==> src/rtl/red_pitaya_spi_slave.sv <==
// SPI responder with a 2^AW x 8 register file, also reachable from a local port.
// Frame: 16-bit header (bit15 = read, low bits = address) then one 8-bit data phase.
// SCLK idles high: MOSI is sampled on rising edges, MISO changes on falling edges, MSB first.
//
// state   | meaning
// --------+-----------------------------------------------------------
// ST_IDLE | waiting for chip select to fall
// ST_HDR  | shifting in the 16 header bits
// ST_DAT  | data phase: shifting in write data or shifting out read data
// ST_DONE | frame complete, further SCLK edges ignored until CS rises
module red_pitaya_spi_slave #(
    parameter int          AW      = 5,
    parameter logic [7:0]  RST_VAL = 8'h00
) (
    input  logic          clk_i,
    input  logic          rstn_i,
    input  logic          spi_cs_i,
    input  logic          spi_clk_i,
    input  logic          spi_mosi_i,
    output logic          spi_miso_o,
    output logic          spi_miso_oe,
    input  logic          loc_wen_i,
    input  logic [AW-1:0] loc_addr_i,
    input  logic [7:0]    loc_wdata_i,
    output logic [7:0]    loc_rdata_o,
    output logic          wr_stb_o,
    output logic [AW-1:0] wr_addr_o,
    output logic [7:0]    wr_data_o,
    output logic          frm_err_o
);

    typedef enum logic [1:0] {ST_IDLE, ST_HDR, ST_DAT, ST_DONE} state_t;

    state_t        r_state;
    state_t        w_state_nxt;

    logic [1:0]    r_cs_s, r_sclk_s, r_mosi_s;
    logic          r_cs_d, r_sclk_d;
    logic [3:0]    r_bcnt;
    logic [14:0]   r_hdr;
    logic [6:0]    r_rx;
    logic [7:0]    r_tx;
    logic          r_rw, r_in_range, r_miso;
    logic [AW-1:0] r_addr;
    logic          r_wr_stb, r_frm_err;
    logic [AW-1:0] r_wr_addr;
    logic [7:0]    r_wr_data;
    logic [7:0]    r_loc_rdata;
    logic [7:0]    r_mem [0:(2**AW)-1];

    logic          w_cs_fall, w_cs_rise, w_sclk_rise, w_sclk_fall, w_mosi;
    logic          w_bit_last, w_frame_start, w_hdr_end, w_dat_end, w_abort, w_commit;
    logic [15:0]   w_hdr_nxt;
    logic [7:0]    w_rx_nxt;
    logic          w_hdr_in_range;

    assign w_mosi         = r_mosi_s[1];
    assign w_cs_fall      = r_cs_d & ~r_cs_s[1];
    assign w_cs_rise      = ~r_cs_d & r_cs_s[1];
    assign w_sclk_rise    = ~r_sclk_d & r_sclk_s[1];
    assign w_sclk_fall    = r_sclk_d & ~r_sclk_s[1];
    assign w_bit_last     = (r_bcnt == 4'd0);
    assign w_hdr_nxt      = {r_hdr, w_mosi};
    assign w_rx_nxt       = {r_rx, w_mosi};
    assign w_hdr_in_range = (w_hdr_nxt[14:AW] == '0);
    assign w_commit       = w_dat_end & ~r_rw & r_in_range;

    assign wr_stb_o    = r_wr_stb;
    assign wr_addr_o   = r_wr_addr;
    assign wr_data_o   = r_wr_data;
    assign frm_err_o   = r_frm_err;
    assign loc_rdata_o = r_loc_rdata;

    // State register
    always_ff @(posedge clk_i) begin
        if (!rstn_i) r_state <= ST_IDLE;
        else         r_state <= w_state_nxt;
    end

    // Next-state decode and MISO drive; CS rising takes priority over SCLK edges
    always_comb begin
        w_state_nxt   = r_state;
        w_frame_start = 1'b0;
        w_hdr_end     = 1'b0;
        w_dat_end     = 1'b0;
        w_abort       = 1'b0;
        case (r_state)
            ST_IDLE: if (w_cs_fall) begin
                w_state_nxt   = ST_HDR;
                w_frame_start = 1'b1;
            end
            ST_HDR: if (w_cs_rise) begin
                w_state_nxt = ST_IDLE;
                w_abort     = 1'b1;
            end else if (w_sclk_rise && w_bit_last) begin
                w_state_nxt = ST_DAT;
                w_hdr_end   = 1'b1;
            end
            ST_DAT: if (w_cs_rise) begin
                w_state_nxt = ST_IDLE;
                w_abort     = 1'b1;
            end else if (w_sclk_rise && w_bit_last) begin
                w_state_nxt = ST_DONE;
                w_dat_end   = 1'b1;
            end
            ST_DONE: if (w_cs_rise) w_state_nxt = ST_IDLE;
            default: w_state_nxt = ST_IDLE;
        endcase
        spi_miso_oe = (r_state == ST_DAT) && r_rw;
        spi_miso_o  = spi_miso_oe & r_miso;
    end

    // Synchronisers, bit counting, shift registers and status pulses
    always_ff @(posedge clk_i) begin
        if (!rstn_i) begin
            r_cs_s     <= '0;
            r_sclk_s   <= '0;
            r_mosi_s   <= '0;
            r_cs_d     <= 1'b0;
            r_sclk_d   <= 1'b0;
            r_bcnt     <= '0;
            r_hdr      <= '0;
            r_rx       <= '0;
            r_tx       <= '0;
            r_rw       <= 1'b0;
            r_in_range <= 1'b0;
            r_addr     <= '0;
            r_miso     <= 1'b0;
            r_wr_stb   <= 1'b0;
            r_wr_addr  <= '0;
            r_wr_data  <= '0;
            r_frm_err  <= 1'b0;
        end else begin
            r_cs_s   <= {r_cs_s[0], spi_cs_i};
            r_sclk_s <= {r_sclk_s[0], spi_clk_i};
            r_mosi_s <= {r_mosi_s[0], spi_mosi_i};
            r_cs_d   <= r_cs_s[1];
            r_sclk_d <= r_sclk_s[1];
            r_wr_stb  <= w_commit;
            r_frm_err <= w_abort;
            if (w_frame_start) r_bcnt <= 4'd15;
            if (r_state == ST_HDR && w_sclk_rise && !w_cs_rise) begin
                r_hdr  <= w_hdr_nxt[14:0];
                r_bcnt <= r_bcnt - 4'd1;
            end
            // Read data is snapshotted here so later local writes cannot disturb bits in flight
            if (w_hdr_end) begin
                r_rw       <= w_hdr_nxt[15];
                r_addr     <= w_hdr_nxt[AW-1:0];
                r_in_range <= w_hdr_in_range;
                r_tx       <= w_hdr_in_range ? r_mem[w_hdr_nxt[AW-1:0]] : 8'h00;
                r_bcnt     <= 4'd7;
                r_miso     <= 1'b0;
            end
            if (r_state == ST_DAT && !w_cs_rise) begin
                if (w_sclk_rise) begin
                    r_rx   <= w_rx_nxt[6:0];
                    r_bcnt <= r_bcnt - 4'd1;
                end
                if (w_sclk_fall && r_rw) begin
                    r_miso <= r_tx[7];
                    r_tx   <= {r_tx[6:0], 1'b0};
                end
            end
            if (w_commit) begin
                r_wr_addr <= r_addr;
                r_wr_data <= w_rx_nxt;
            end
        end
    end

    // Register file; the SPI commit is written last so it wins an address collision
    always_ff @(posedge clk_i) begin
        if (!rstn_i) begin
            for (int i = 0; i < 2**AW; i++) r_mem[i] <= RST_VAL;
            r_loc_rdata <= '0;
        end else begin
            if (loc_wen_i) r_mem[loc_addr_i] <= loc_wdata_i;
            if (w_commit)  r_mem[r_addr] <= w_rx_nxt;
            r_loc_rdata <= r_mem[loc_addr_i];
        end
    end

endmodule

==> config.mk <==
export PLATFORM = sky130hd
export DESIGN_NAME = red_pitaya_spi_slave
export DESIGN_NICKNAME = d
export VERILOG_FILES = /design/src/rtl/red_pitaya_spi_slave.sv
export SDC_FILE = /design/constraint.sdc
export NUM_CORES = 1
export LEC_CHECK = 0
export ABC_AREA = 0
export CORE_MARGIN = 3
export CORE_UTILIZATION = 45
export CTS_CLUSTER_DIAMETER = 120
export DETAILED_ROUTE_END_ITERATION = 16
export PLACE_DENSITY = 0.61
export SETUP_SLACK_MARGIN = 0.4
export SYNTH_ARGS = -nofsm -noshare
export SYNTH_HDL_FRONTEND = slang
export SYNTH_SLANG_ARGS = --single-unit
==> constraint.sdc <==
create_clock -name clk_i -period 2.6 [get_ports clk_i]
set_input_delay 0.39 -clock clk_i [delete_from_list [all_inputs] [get_ports clk_i]]
set_output_delay 0.39 -clock clk_i [all_outputs]
set_load 0.1 [all_outputs]
# Yosys cells after proc, flatten, opt, wreduce, memory -nomap -nowiden
# Memory sizes are Yosys's and may differ from the RTL's. A register that Yosys moved wholly into a read port is not among the register bits.
# Cells that the tools add are included.
# word_totals
input_bits	19
latchBits	0
romBits	0
output_inout_bits	25
ram_bits	256
word_cells	95
n_memories	1
ff_bits	67
# memory_table
memory	depth	word_bits	read_ports	rd_clocked_by_memory_dff	wr	line_no	text
r_mem	32	8	2	1	32	49	logic [7:0] r_mem [0:(2**AW)-1];
# op_classes
n_bitwise	12
add_sub_neg	1
n_reduce_logical	17
n_mul	0
n_shift	0
div	0
magnitude_cmp	0
n_mux	39
n_eq_ne	7
# ops
cell	count
8-bit 2-to-1 mux	6
4-bit 2-to-1 mux	5
1-bit 2-to-1 mux	19
8-bit OR reduction	2
2-bit 2-to-1 mux	6
10-bit logical NOT	1
5-bit 2-to-1 mux	2
2-bit one-hot mux with 4 select lines	1
1-bit bitwise AND	7
1-bit logical AND	6
3-bit inequality test (second input constant)	2
1-bit inverter	5
2-bit == test (second input constant)	2
4-bit logical NOT	1
2-bit inequality test (second input constant)	2
2-bit AND reduction	2
4-bit AND reduction	1
4-bit by 1-bit subtractor with 4-bit output (second input constant)	1
2-bit by 1-bit == test with 1-bit output (second input constant)	1
1-bit logical NOT	2
2-bit logical NOT	1
2-bit OR reduction	1

# Logic depth before layout (Yosys ltp)
# Gate-level depths: netlist of the first run.
# depth
depth_word	13
mapped_depth	9
ltp_nobuf	7

# Worst setup path after synthesis of the first run
# OpenSTA, ideal clock, no wires.
# synth_timing
path_kind	reg-to-reg
start	register r_bcnt[0]
end	memory r_mem[24][0] (enable)
setup_time_ps	328
stages_incl_launch_ff	9
arrival_ps	2183
n_path_buf	1
path_slack_ps	89
required_ps	2272
path_cell_list	dfxtp_1 > inv_1 > ha_1 > nor3b_4 > nand3b_2 > or4_4 > nor3_2 > buf_6 > or3_1
# synth_lines
element	line_no	text
from (decl)	39	logic [3:0] r_bcnt;
from (signal assigned)	144	r_bcnt <= r_bcnt - 4'd1;
from (signal assigned)	158	r_bcnt <= r_bcnt - 4'd1;
to (decl)	49	

==> key figures, run 1 <==
Outcome
  – Status: completed

Logic synthesis
  – Adder-cell share of the synthesized area: 0.387%
  – Main synth FF type: edfxtp_1
  – Share of the synthesized area in the top cell type: 39.6%
  – Largest family of logic cells by synthesized area: multiplexers
  – Mux share of post-synthesis cell area: 28.9%
  – Post-synthesis simple-gate area fraction: 14.5%
  – FF+latch count, synth: 331
  – Async set-or-reset flop fraction in the synthesized netlist: 0%
  – Share of the yosys chip area belonging to registers: 47.4%
  – Count leader, synth: nand2_1
  – Synth area leader: edfxtp_1
  – Top cells by area, synth: edfxtp_1, mux4_2, mux2i_1, dfxtp_1, nand2_1
  – Post-Synthesis Cells: 1632
  – Distinct cells, synth: 62
  – Post-synth top cells: nand2_1, mux2i_1, edfxtp_1, mux4_2, clkbuf_1
  – Syn nets: 1657
  – Synth Area in XOR/XNOR: 0.0451%
  – Ys Warns: 0
  – EDFF count, synth: 256
  – Average instance area after synthesis: 11.9 µm²
  – Synth Area in Compound Gates: 5.01%
  – Synthesized area: 0.0194 mm²

Floorplan
  – Die Height: 214 µm
  – Starting Density: 46.0%
  – Die Wd: 214 µm
  – Row cnt: 75
  – Total core area: 0.0422 mm²
  – # IOs: 44
  – Die Area: 0.0457 mm²

Detailed routing
  – Post-route DRC violation count: 0
  – Top Metal Used: met4
  – Drt total wl: 69400 µm
  – DRT met1 WL: 26200 µm
  – Post-DR wirelength/cell: 29.4 µm
  – DR pass1 iterations: 6
  – DR iter-0 viols: 2079
  – Met2 wire length: 31700 µm
  – Antenna Nets Post-Route: 0
  – Routed vias: 15500
  – Wire length on met3: 7600 µm
  – Vias per std cell: 6.59

Clocking
  – CTS Hold Bufs: 0
  – Clock insertion delay at the later pin of the skew report: 560 ps
  – CTS tree: yes
  – Clock transition at path regs: 60 ps
  – CTS root buf: clkbuf_16
  – Clock Path Buffers: 3
  – Num CTS Buffers: 38
  – Clock Sinks: 331
  – Htree depth: 2

Pwr
  – Clock network fraction of design power: 41.3%
  – Leak: 8.69 nW
  – Pwr Density: 542 mW/mm²
  – Switch share: 25.5%
  – Power Internal: 9.74 mW
  – Final total power: 13.1 mW
  – Sequential power share: 47.2%
  – Peak supply drop: 0.437 mV
  – Net load switching power: 3.34 mW
  – Gate power share: 11.5%

Critical path
  – WP depth: 9
  – Crit path required time: 2850 ps
  – Buf/Inv on CP: 3
  – Crit path cell chain: inv_2 -> ha_4 -> nor3b_4 -> and3b_2 -> buf_6 -> nand4_4 -> buf_12 -> nor3_4 -> or3_4
  – Setup crit start kind: flip-flop
  – WS Path Type: flip-flop to flip-flop
  – Reg2reg path depth: 9
  – Crit-path slowest cell: dfxtp_2
  – CP Capture Type: flip-flop
  – Worst path top cell family by delay: simple AND/OR/NAND/NOR gates
  – Data arrival, critical path: 2610 ps
  – Critical path's largest stage delay: 330 ps
  – Worst R2R Setup Slack: 240 ps
  – Critical Path Fanout Max: 8

Placed design
  – Post-place setup slack: 47.2 ps
  – Routability cong.: 0.994
  – Detailed Place HPWL: 45500 µm
  – Port Buf Inserts: 43

Global route
  – Initial antenna violation count: 0
  – All-Layer GR Usage: 30.3%
  – Largest net degree at the start of global routing: 70
  – First-pass GRT wire length: 99900 µm
  – GRT overflow: 0
  – Number of global-route vias before repair: 14700

Final layout
  – Fill count: 3452
  – Core Util, Final: 57.1%
  – Area grow syn2layout: 24.3%
  – Total Nets Final: 1817
  – Antenna diodes: 0
  – Layout cells sized above 1: 31.1%

Timing
  – Slew Limit Fails: 0
  – RSZ-0062 raised after global routing: true
  – Rel. slew slack: 31.2%
  – Tmin final: 2360 ps
  – Setup TNS: 0 ps
  – Fin crit share: 90.8%
  – Final worst slack: 240 ps
  – Slew @ Worst Pin: 1030 ps
  – Final Skew: 20.9 ps
  – Max Freq: 424 MHz
  – Hold Vio Cnt, Final: 0
  – Final setup fails: 0
  – Min Hold Slack: 143 ps

Flow run
  – Maximum Capacitance Violations: 0

Min path
  – Hold Path Class: input port to flip-flop
  – Worst Hold Depth: 2
[routing by layer]
metal  vias to the layer above  GRT usage, %
met2                      1050          47.6
met1                      7792          41.4
li1                       6456             -
met4                         0          13.8
met3                       232          5.59
met5                         -             0
[layout by cell type (no fill, tap or decap), drive strengths merged, types with 11 or more instances in the layout]
cell type        n
edfxtp         256
o21ai           15
dfxtp           75
a22oi           18
nor3            25
nor2            53
mux2i          275
nand3           38
nand3b          22
inv             18
clkdlybuf4s50   15
a31oi           13
buf            257
clkinv          17
mux4           124
and2            11
or3             19
clkbuf          45
a21oi           53
a221oi          15
nand2          347
[cells by family after synthesis]
group                      after synthesis
and+or+nand+nor                        572
buffers and inverters                  169
adders and majority gates                6
AOI/OAI and AO/OA                      148
muxes                                  405
xor gates and xnor gates                 1
DFF                                    331
[stage by stage]
stage | std cells | cell area [µm²]
2_1_floorplan | 1632 | 19600
3_3_place_gp | 2209 | 21200
3_5_place_dp | 2209 | 21200
4_1_cts | 2332 | 23400
5_1_grt | 2358 | 24100
6_report | 2358 | 24100
[power groups by stage]
stage / clock, mW / combinational (mW) / sequential, mW
finish: 5.40 / 1.51 / 6.17
global placement: 0 / 1.33 / 6.26
floorplan: 0 / 0.793 / 6.24
detailed placement: 0 / 1.34 / 6.26
global route: 5.67 / 1.57 / 6.17
CTS: 5.44 / 1.43 / 6.15
[final cells by class]
type / count / area, µm² / area share [%]
Multi-Input combinational cell: 1132 / 10100 / 41.7
Timing Repair Buffer: 272 / 2890 / 12.0
Inverter: 17 / 63.8 / 0.265
Tap cell: 539 / 674 / 2.80
Sequential cell: 331 / 9210 / 38.2
Clock buffer: 45 / 998 / 4.14
Clock inverter: 22 / 216 / 0.898
[final timing paths]
kind | startpoint | to
min | rstn_i | r_state[0]
min reg2reg | r_cs_s[0] | r_cs_s[1]
max | r_bcnt[1] | r_mem[1][5]
max reg2reg | r_bcnt[1] | r_mem[1][5]
[state kept, by name, indices dropped and copies added, names as in the netlist, 4 cells and up]
signal       cells
r_tx             8
r_bcnt           4
r_addr           5
r_mem          256
wr_addr_o        5
r_hdr           15
wr_data_o        8
loc_rdata_o      8
r_rx             7
[what timing repair did]
action                     4_1_cts  5_1_grt
pin swaps                       28       38
resized for setup               70      102
cloned                           1        0
setup endpoints to repair      454      526
setup buffers                   55       26
[worst reg2reg max path, cell delays in order (launching register included)]
cell     delay (ps)
dfxtp_2         330
inv_2            80
ha_4            120
nor3b_4         280
and3b_2         290
buf_6           130
nand4_4         170
buf_12          200
nor3_4          210
or3_4           260
(Power assumes the default switching activity.)
==> inputs of run 2 (changes only) <==
--- a/config.mk
+++ b/config.mk
@@ -6,11 +6,10 @@
 export NUM_CORES = 1
 export LEC_CHECK = 0
 export ABC_AREA = 0
-export CORE_MARGIN = 3
 export CORE_UTILIZATION = 45
 export CTS_CLUSTER_DIAMETER = 120
 export DETAILED_ROUTE_END_ITERATION = 16
-export PLACE_DENSITY = 0.61
+export PLACE_DENSITY = 0.7
 export SETUP_SLACK_MARGIN = 0.4
 export SYNTH_ARGS = -nofsm -noshare
 export SYNTH_HDL_FRONTEND = slang
==> run 2 against run 1 <==
Wire length fell by 1.9%. Die area fell by 3.7%. Register-to-register slack barely moved. Count of clock-buffer cells in the layout rose by 7. Via count rose by 1.2%. First-iteration DRC count rose by 15%. Critical path depth rose by 2. Sequential power barely moved. Sequential share of layout area rose by 0.069 points. Non-clock buffer count rose by 6. Combinational power barely moved. Maximum frequency rose by 0.37%.
==> key figures, run 2 (same netlist as run 1, synthesis figures left out) <==
Clocking
  – Clock transition at path regs: 60 ps
  – Htree depth: 2
  – CTS tree: yes
  – Clock Path Buffers: 3
  – CTS root buf: clkbuf_16
  – Clock insertion delay at the later pin of the skew report: 550 ps
  – Clock Sinks: 331
  – CTS Hold Bufs: 0
  – Num CTS Buffers: 37

Critical path
  – Critical Path Fanout Max: 8
  – Reg2reg path depth: 11
  – Worst reg2reg endpoint: r_mem[28][7]
  – Worst path top cell family by delay: simple AND/OR/NAND/NOR gates
  – Buf/Inv on CP: 5
  – Critical path's largest stage delay: 360 ps
  – Crit-path slowest cell: dfxtp_4
  – CP Capture Type: flip-flop
  – Critical R2R Launch: r_bcnt[0]
  – Crit path cell chain: inv_4 -> ha_4 -> nor3b_4 -> and3b_2 -> buf_4 -> nand4_4 -> buf_12 -> buf_4 -> nor3_4 -> buf_6 -> mux2i_1
  – Setup crit start kind: flip-flop
  – Worst R2R Setup Slack: 250 ps
  – Data arrival, critical path: 2610 ps
  – WS Path Type: flip-flop to flip-flop
  – Worst path most repeated cell: buf_4
  – WP depth: 11
  – Crit path required time: 2850 ps

Pwr
  – Power Internal: 9.85 mW
  – Clock network fraction of design power: 41.6%
  – Peak supply drop: 0.392 mV
  – Sequential power share: 46.8%
  – Net load switching power: 3.32 mW
  – Switch share: 25.2%
  – Gate power share: 11.6%
  – Leak: 8.69 nW
  – Final total power: 13.2 mW
  – Pwr Density: 547 mW/mm²

Timing
  – Rel. slew slack: 25.4%
  – Slew @ Worst Pin: 1120 ps
  – Slew Limit Fails: 0
  – Max Freq: 425 MHz
  – Fin crit share: 90.4%
  – Final Skew: 23.1 ps
  – RSZ-0062 raised after global routing: true
  – Tmin final: 2350 ps
  – Setup TNS: 0 ps
  – Hold Vio Cnt, Final: 0
  – Final setup fails: 0

Detailed routing
  – Drt total wl: 68100 µm
  – DR pass1 iterations: 8
  – Antenna Nets Post-Route: 0
  – Post-DR wirelength/cell: 28.8 µm
  – Vias per std cell: 6.64
  – DR iter-0 viols: 2391
  – Routed vias: 15700
  – Post-route DRC violation count: 0

Final layout
  – Design Area, Final: 0.0241 mm²
  – Layout cells sized above 1: 31.1%
  – Post-route insts no fill: 2365
  – Area grow syn2layout: 24.0%
  – Most frequent cells in the layout: nand2_1, mux2i_1, edfxtp_1, buf_4, mux4_2
  – Core Util, Final: 57.0%
  – Biggest regs: r_mem: 256 flops, r_hdr: 15 flops
  – Fill count: 3323
  – FF/Latch Area: 0.00920 mm²
  – Largest register FFs: 256
  – Antenna diodes: 0
  – Multi-input gate area: 0.0100 mm²
  – Total Nets Final: 1822
  – Commonest non-fill, non-tap cell in the layout: nand2_1
  – Register with the most flip-flops: r_mem

Global route
  – Number of global-route vias before repair: 14900
  – Initial antenna violation count: 0
  – All-Layer GR Usage: 30.5%
  – GRT overflow: 0
  – First-pass GRT wire length: 98100 µm
  – Largest net degree at the start of global routing: 50

Placed design
  – Placed Cells: 2217
  – Routability cong.: 0.955
  – Detailed Place HPWL: 43800 µm
  – Port Buf Inserts: 43
  – Placement Cell Area: 0.0213 mm²

Min path
  – Worst Hold Depth: 1
  – Hold Path Origin: r_sclk_s[0]
  – Worst Hold End: r_sclk_s[1]
  – Hold Path Class: flip-flop to flip-flop

Flow run
  – Maximum Capacitance Violations: 0

Floorplan
  – Row cnt: 75
  – # IOs: 44
  – Starting Density: 46.0%
  – Die Wd: 210 µm
  – Total core area: 0.0422 mm²
  – Die Height: 210 µm
  – Die Area: 0.0440 mm²

Outcome
  – Status: completed
-- run 2: cell types whose count changed in the layout (fill, tap and decap cells not counted), moves of 3 or more --
| cell | delta |
|---|---|
| buf_4 | +22 |
| mux2i_2 | +4 |
| clkinv_1 | -4 |
| buf_12 | -4 |
| clkbuf_1 | +4 |
| clkbuf_8 | +3 |
| mux2i_1 | -4 |
| buf_6 | -13 |
-- run 2: power groups by stage --
stage,combinational (mW),clock (mW),sequential [mW]
final,1.53,5.48,6.15
after global routing,1.57,5.70,6.16
after CTS,1.41,5.51,6.14
after detailed placement,1.35,0,6.25
after global placement,1.34,0,6.23
after floorplan,0.793,0,6.24
-- run 2: cell type report --
| class | count | area share [%] |
|---|---|---|
| well taps | 539 | 2.80 |
| clock inverters | 16 | 0.796 |
| multi-input cells | 1132 | 41.7 |
| inverters | 17 | 0.276 |
| flip-flops and latches | 331 | 38.2 |
| clock buffers | 52 | 4.38 |
| repair buffers | 278 | 11.8 |
-- run 2: worst max path at each step --
stage / from / slack, ps / end
6_report: r_bcnt[0] / 250 / r_mem[28][7]
3_3_place_gp: r_bcnt[1] / 80 / r_mem[22][4]
5_1_grt: r_bcnt[0] / 180 / r_mem[22][0]
3_5_place_dp: r_bcnt[1] / -10 / r_mem[22][6]
4_1_cts: r_bcnt[0] / 280 / r_mem[22][6]
2_1_floorplan: r_bcnt[1] / 230 / r_mem[20][0]
-- run 2: per-layer routing --
layer	track usage, %	up-vias	part of all wire, %
met3	8.18	244	13
met2	46.0	1250	45
met4	16.0	0	5.3
met1	40.5	7742	37
met5	0	-	0
li1	-	6476	-
-- run 2: through the flow --
| stage | setup WS, ps | hold WS (ps) |
|---|---|---|
| 5_1_grt | 179 | 446 |
| 3_5_place_dp | -10.9 | 421 |
| 6_report | 249 | 438 |
| 2_1_floorplan | 232 | 412 |
| 4_1_cts | 278 | 417 |
| 3_3_place_gp | 84.8 | 432 |
-- run 2: repair_timing --
| item | 4_1_cts | 5_1_grt |
|---|---|---|
| buffers inserted | 42 | 37 |
| setup endpoints to repair | 441 | 494 |
| cloned | 0 | 1 |
| pin swaps | 24 | 30 |
| gates resized for setup | 41 | 106 |
